<file path="src/rtl/seg_scan_driver.sv">
// Time-multiplexed seven-segment driver: captures a value and converts it to BCD
// (iterative double-dabble) or hex, then scans it with a sign digit onto active-low pins.
module seg_scan_driver #(
    parameter int NUM_DIGITS  = 4,
    parameter int VALUE_W     = 12,
    parameter int REFRESH_DIV = 100000
) (
    input  logic                  clk,
    input  logic                  rst_n,
    input  logic [VALUE_W-1:0]    value,
    input  logic                  is_neg,
    input  logic                  is_dec,
    input  logic                  blank_lz,
    input  logic                  load,
    output logic                  busy,
    output logic                  done,
    output logic                  ovf,
    output logic [NUM_DIGITS-1:0] an,
    output logic [6:0]            seg
);

    localparam int VAL_DIGITS = NUM_DIGITS - 1;
    localparam int BCD_W      = 4 * VAL_DIGITS;
    localparam int EXT_W      = (VALUE_W > BCD_W) ? VALUE_W : BCD_W;
    localparam int CNT_W      = $clog2(VALUE_W + 1);
    localparam int DIV_W      = (REFRESH_DIV > 1) ? $clog2(REFRESH_DIV) : 1;
    localparam int IDX_W      = $clog2(NUM_DIGITS);
    localparam logic [6:0] SEG_BLANK = 7'b111_1111;
    localparam logic [6:0] SEG_MINUS = 7'b011_1111;
    localparam logic [6:0] SEG_E     = 7'b000_0110;

    typedef enum logic [1:0] {IDLE, CONV, COMMIT} state_t;

    state_t             state_q;
    logic               loadPend_q;
    logic [VALUE_W-1:0] valueSh_q;
    logic               negLat_q;
    logic               decLat_q;
    logic               blankLat_q;
    logic [BCD_W-1:0]   bcd_q;
    logic               sticky_q;
    logic [CNT_W-1:0]   bitCnt_q;
    logic               busy_q;
    logic               done_q;
    logic               ovf_q;
    logic [6:0]         dispSeg_q [NUM_DIGITS];
    logic [DIV_W-1:0]   divCnt_q;
    logic [IDX_W-1:0]   scanIdx_q;
    logic [NUM_DIGITS-1:0] an_q;
    logic [6:0]         seg_q;

    logic [BCD_W-1:0]   adj;
    logic [BCD_W-1:0]   bcdStep_d;
    logic               stickyStep_d;
    logic [EXT_W-1:0]   hexExt;
    logic [BCD_W-1:0]   digitSrc;
    logic [3:0]         code;
    logic               seenNz;
    logic               commitOvf_d;
    logic [6:0]         dispNext_d [NUM_DIGITS];

    function automatic logic [6:0] glyph(input logic [3:0] c);
        case (c)
            4'h0: glyph = 7'b100_0000;
            4'h1: glyph = 7'b111_1001;
            4'h2: glyph = 7'b010_0100;
            4'h3: glyph = 7'b011_0000;
            4'h4: glyph = 7'b001_1001;
            4'h5: glyph = 7'b001_0010;
            4'h6: glyph = 7'b000_0010;
            4'h7: glyph = 7'b111_1000;
            4'h8: glyph = 7'b000_0000;
            4'h9: glyph = 7'b001_0000;
            4'hA: glyph = 7'b000_1000;
            4'hB: glyph = 7'b000_0011;
            4'hC: glyph = 7'b100_0110;
            4'hD: glyph = 7'b010_0001;
            4'hE: glyph = 7'b000_0110;
            default: glyph = 7'b000_1110;
        endcase
    endfunction

    // One double-dabble step; a bit leaving the top BCD digit means the value cannot fit.
    always_comb begin
        adj = bcd_q;
        for (int d = 0; d < VAL_DIGITS; d++) begin
            if (adj[4*d +: 4] >= 4'd5) adj[4*d +: 4] = adj[4*d +: 4] + 4'd3;
        end
        bcdStep_d    = {adj[BCD_W-2:0], valueSh_q[VALUE_W-1]};
        stickyStep_d = sticky_q | adj[BCD_W-1];
    end

    always_comb begin
        hexExt      = EXT_W'(valueSh_q);
        digitSrc    = decLat_q ? bcd_q : hexExt[BCD_W-1:0];
        commitOvf_d = decLat_q ? sticky_q : (|(hexExt >> BCD_W));
        seenNz      = 1'b0;
        code        = 4'd0;
        for (int i = 0; i < NUM_DIGITS; i++) dispNext_d[i] = SEG_BLANK;
        for (int i = VAL_DIGITS - 1; i >= 0; i--) begin
            code = digitSrc[4*i +: 4];
            if (code != 4'd0) seenNz = 1'b1;
            if (commitOvf_d)                         dispNext_d[i] = SEG_E;
            else if (blankLat_q && !seenNz && i != 0) dispNext_d[i] = SEG_BLANK;
            else                                     dispNext_d[i] = glyph(code);
        end
        dispNext_d[NUM_DIGITS-1] = negLat_q ? SEG_MINUS : SEG_BLANK;
    end

    // Captured inputs are acted on one cycle later, so CONV/COMMIT see stable latches.
    always_ff @(posedge clk) begin
        if (!rst_n) begin
            state_q    <= IDLE;
            loadPend_q <= 1'b0;
            valueSh_q  <= '0;
            negLat_q   <= 1'b0;
            decLat_q   <= 1'b0;
            blankLat_q <= 1'b0;
            bcd_q      <= '0;
            sticky_q   <= 1'b0;
            bitCnt_q   <= '0;
            busy_q     <= 1'b0;
            done_q     <= 1'b0;
            ovf_q      <= 1'b0;
            for (int i = 0; i < NUM_DIGITS; i++) dispSeg_q[i] <= SEG_BLANK;
        end else begin
            done_q <= 1'b0;
            case (state_q)
                IDLE: begin
                    if (loadPend_q) begin
                        loadPend_q <= 1'b0;
                        bcd_q      <= '0;
                        sticky_q   <= 1'b0;
                        bitCnt_q   <= '0;
                        busy_q     <= 1'b1;
                        state_q    <= decLat_q ? CONV : COMMIT;
                    end else if (load) begin
                        loadPend_q <= 1'b1;
                        valueSh_q  <= value;
                        negLat_q   <= is_neg;
                        decLat_q   <= is_dec;
                        blankLat_q <= blank_lz;
                    end
                end
                CONV: begin
                    bcd_q     <= bcdStep_d;
                    sticky_q  <= stickyStep_d;
                    valueSh_q <= valueSh_q << 1;
                    bitCnt_q  <= bitCnt_q + 1'b1;
                    if (bitCnt_q == CNT_W'(VALUE_W - 1)) state_q <= COMMIT;
                end
                COMMIT: begin
                    for (int i = 0; i < NUM_DIGITS; i++) dispSeg_q[i] <= dispNext_d[i];
                    ovf_q   <= commitOvf_d;
                    done_q  <= 1'b1;
                    busy_q  <= 1'b0;
                    state_q <= IDLE;
                end
                default: begin
                    busy_q  <= 1'b0;
                    state_q <= IDLE;
                end
            endcase
        end
    end

    always_ff @(posedge clk) begin
        if (!rst_n) begin
            divCnt_q  <= '0;
            scanIdx_q <= '0;
            an_q      <= '1;
            seg_q     <= SEG_BLANK;
        end else begin
            an_q  <= ~(NUM_DIGITS'(1) << scanIdx_q);
            seg_q <= dispSeg_q[scanIdx_q];
            if (divCnt_q == DIV_W'(REFRESH_DIV - 1)) begin
                divCnt_q  <= '0;
                scanIdx_q <= (scanIdx_q == IDX_W'(NUM_DIGITS - 1)) ? '0 : scanIdx_q + 1'b1;
            end else begin
                divCnt_q <= divCnt_q + 1'b1;
            end
        end
    end

    assign busy = busy_q;
    assign done = done_q;
    assign ovf  = ovf_q;
    assign an   = an_q;
    assign seg  = seg_q;

endmodule

</file>
<file path="config.mk">
export PLATFORM = sky130hd
export DESIGN_NAME = seg_scan_driver
export DESIGN_NICKNAME = d
export VERILOG_FILES = /design/src/rtl/seg_scan_driver.sv
export SDC_FILE = /design/constraint.sdc
export NUM_CORES = 1
export LEC_CHECK = 0
export CAP_MARGIN = 20
export CORE_UTILIZATION = 45
export DETAILED_ROUTE_END_ITERATION = 10
export MAX_ROUTING_LAYER = met4
export SETUP_SLACK_MARGIN = 0.3
export SLEW_MARGIN = 20
export SYNTH_ARGS = -nofsm -noshare
export SYNTH_HDL_FRONTEND = slang
export SYNTH_SLANG_ARGS = --single-unit
</file>
<file path="constraint.sdc">
create_clock -name clk -period 3.35 [get_ports clk]
set_input_delay 0.335 -clock clk [delete_from_list [all_inputs] [get_ports clk]]
set_output_delay 0.335 -clock clk [all_outputs]
set_load 0.05 [all_outputs]
</file>
==> results_dict.tcl <==
set metrics [dict create \
    status "complete, no violations" \
    hold_buffers 0 \
    synth_area_per_cell_um2 9.26 \
    ant_nets 0 \
    tritoncts "built" \
    hold_ws_ps 466 \
    clock_latency_ps 360 \
    syn-cell-area_um2 4880 \
    ys_top_cells_by_area "dfxtp_1 (28%), edfxtp_1 (14%), ha_1 (8.5%), nand2_1 (5.4%), mux2_2 (3.5%)" \
    critPathArrivalTime_ps 2460 \
    synth-edff-count 22 \
    antenna_found_initial 0 \
    crit_path_cell_trace "buf_4, mux2i_1, inv_1, ha_1, nand2_1, a21oi_1, a21oi_1, a21oi_1" \
    globalRoute.totalOverflow 0 \
    hold_viol 0 \
    vias 3745 \
    ys_seq_area_frac 0.414 \
    p_int_w 0.00163 \
    drive_above_1_share 0.100 \
    cts-root-buf "clkbuf_8" \
    power_frac_comb 0.149 \
    ys_warn_count 0 \
    cp.depth 8 \
    synth.most_common_cell "nand2_1" \
    wirelength_um 9920 \
    ys_top_cells_by_count "nand2_1 (70), dfxtp_1 (68), nor2_1 (44)" \
    area_growth_pct 12.5 \
    cp_slowest_stage_delay_ps 590 \
    grt_pass1_wl_um 16600 \
    fin_nets 604 \
    postCtsSetupRepairBufs 0 \
    maxCapViolCount 0 \
    async_reset_ff_frac 0 \
    power.switching_w 0.000635 \
    finalSetupViolCount 0 \
    slowest_stage "mux2i_1" \
    hold_depth 1 \
    reg2regPathDepth 8 \
    synth_top_area_share 0.279 \
    drv_slew 0 \
    skew_ps 7.34 \
    ys_seq_elements 90 \
    tightestPinTransition_ps 874 \
    seq_power_share 0.520 \
    clk_pin_slew_worst_paths_ps 90 \
    die_area_um2 11300 \
    die_y_um 106 \
    grt_max_degree 36 \
    ir_drop_uv 419 \
    hold_start "divCnt_q[0]$_SDFF_PP0_" \
    ios 32 \
    crit_buf_inv 2 \
    vias_per_cell 5.40 \
    clkSinkCount 90 \
    crit_required_ps 3450 \
    worst_setup_path_end_kind "register" \
    globalRouteTotalUtil 0.193 \
    rsz0062_at_grt "false" \
    leakagePower_nw 2.00 \
    setup_ws_ps 998 \
    synth-main-ff-cell "dfxtp_1" \
    portBuffers 31 \
    drt_iter0_drc 263 \
    postLayoutCoreUtil 0.527 \
    route.detailed.drc 0 \
    tritoncts.num_buffers 9 \
    preCtsSetupSlack_ps 1020 \
    rr_startpoint "decLat_q$_SDFFE_PN0P_" \
    fp.dieW_um 106 \
    r2r_slack_ps 1000 \
    drtPass1Iterations 5 \
    startpoint_type "register" \
    htree_levels 3 \
    yosysTopAreaCell "dfxtp_1" \
    critical_path.top_delay_family "multiplexers" \
    synthCells 527 \
    coreArea_um2 10400 \
    rows 37 \
    powerDensity_nw_per_um2 413 \
    synthesis.nets 578 \
    fin_crit_ps 2350 \
    hold_class "register to register" \
    r2r_end "dispSeg_q[1][0]$_SDFFCE_PN1P_" \
    p_sw_frac 0.280 \
    hold-path-endpoint "divCnt_q[0]$_SDFF_PP0_" \
    cp_max_fo 21 \
    diodes 0 \
    hpwl_um 7180 \
    finalCritPeriodShare 0.702 \
    wl_per_cell_um 14.3 \
    cts-resized-gates 0 \
    fmax_mhz 425 \
    path_class "register to register" \
    cpMostUsedCell "a21oi_1" \
    clockBufferDepth 2 \
    ys_types 60 \
    slew_headroom 0.416 \
    finalSetupTns_ps 0 \
    grt_pass1_vias 3514 \
    gp_congestion 0.855 \
    clockPowerShare 0.331 \
    initial_core_util 0.468 \
]
## per-stage QoR
| stage | cells | total power, W | area [um2] |
|---|---|---|---|
| floorplan | 527 | 0.00145 | 4880 |
| global placement | 678 | 0.00154 | 5290 |
| detailed placement | 678 | 0.00154 | 5290 |
| CTS | 694 | 0.00229 | 5490 |
| global route | 694 | 0.00238 | 5490 |
| finish | 694 | 0.00227 | 5490 |
## worst max path at each step
stage | endpoint | from | slack [ps]
6_report | dispSeg_q[1][0]$_SDFFCE_PN1P_ | decLat_q$_SDFFE_PN0P_ | 1000
5_1_grt | dispSeg_q[1][0]$_SDFFCE_PN1P_ | decLat_q$_SDFFE_PN0P_ | 760
4_1_cts | dispSeg_q[1][0]$_SDFFCE_PN1P_ | decLat_q$_SDFFE_PN0P_ | 1010
3_5_place_dp | dispSeg_q[1][0]$_SDFFCE_PN1P_ | decLat_q$_SDFFE_PN0P_ | 1020
3_3_place_gp | dispSeg_q[1][0]$_SDFFCE_PN1P_ | decLat_q$_SDFFE_PN0P_ | 1140
2_1_floorplan | dispSeg_q[2][0]$_SDFFCE_PN1P_ | decLat_q$_SDFFE_PN0P_ | 1100
## layer usage
metal	GRT usage	share of wire	vias to the layer above
li1	-	-	1904
met1	0.236	0.49	1750
met2	0.312	0.46	73
met3	0.0435	0.031	18
met4	0.0704	0.021	0
met5	-	0	-
## final cells by class
class | count | area [um2]
Inverter | 20 | 75.1
Multi-Input combinational cell | 395 | 2670
Fill cell | 986 | 4920
Clock buffer | 9 | 124
Timing Repair Buffer | 37 | 355
Sequential cell | 90 | 2020
Tap cell | 136 | 170
Clock inverter | 7 | 73.8
## power by group through the flow
stage               combinational [W]  sequential (W)  clock, W
CTS                          0.000339         0.00118  0.000772
finish                       0.000339         0.00118  0.000752
global placement             0.000336         0.00120         0
global route                 0.000379         0.00118  0.000812
floorplan                    0.000243         0.00120         0
detailed placement           0.000338         0.00120         0
## cell families (layout without fill, tap and decap cells)
group | after synthesis | count (layout) | synth area share
AO/OA/AOI/OAI | 112 | 112 | 0.158
XOR/XNOR | 20 | 20 | 0.0359
adder cells (fa/ha/maj) | 33 | 33 | 0.0846
buffers and inverters | 42 | 73 | 0.0382
flip-flops | 90 | 90 | 0.414
multiplexers | 31 | 31 | 0.0744
AND/OR/NAND/NOR | 199 | 199 | 0.195
## cells in the final DEF, fill, tap and decap left out, types with 12 or more instances in the layout
cell type / instances
nand2_1: 70
inv_1: 19
dfxtp_1: 68
nor3_1: 18
nand3_1: 19
a22oi_1: 12
edfxtp_1: 22
ha_1: 33
nor2_1: 44
xnor2_1: 13
mux2i_1: 12
nor2b_1: 15
o21ai_0: 24
clkdlybuf4s50_1: 31
mux2_2: 15
a21oi_1: 24
## worst register-to-register path, delay by kind of cell, from the launching register on
| kind | cells | cell delay (ps) |
|---|---|---|
| flip-flops | 1 | 390 |
| AO/OA/AOI/OAI | 3 | 300 |
| adder cells (fa/ha/maj) | 1 | 260 |
| multiplexers | 1 | 600 |
| buffers and inverters | 2 | 490 |
| AND/OR/NAND/NOR | 1 | 70 |
## registers in the layout, indices dropped and copies added, names as in the netlist
signal and cells:
seg 7, blankLat_q 1, sticky_q 1, busy 1, bcd_q 12, bitCnt_q 4
hexExt 12, negLat_q 1, scanIdx_q 2, dispSeg_q 22, state_q 2, loadPend_q 1
an 4, divCnt_q 17, ovf 1, decLat_q 1, done 1
Note: power is estimated with default switching activity, not from simulation.
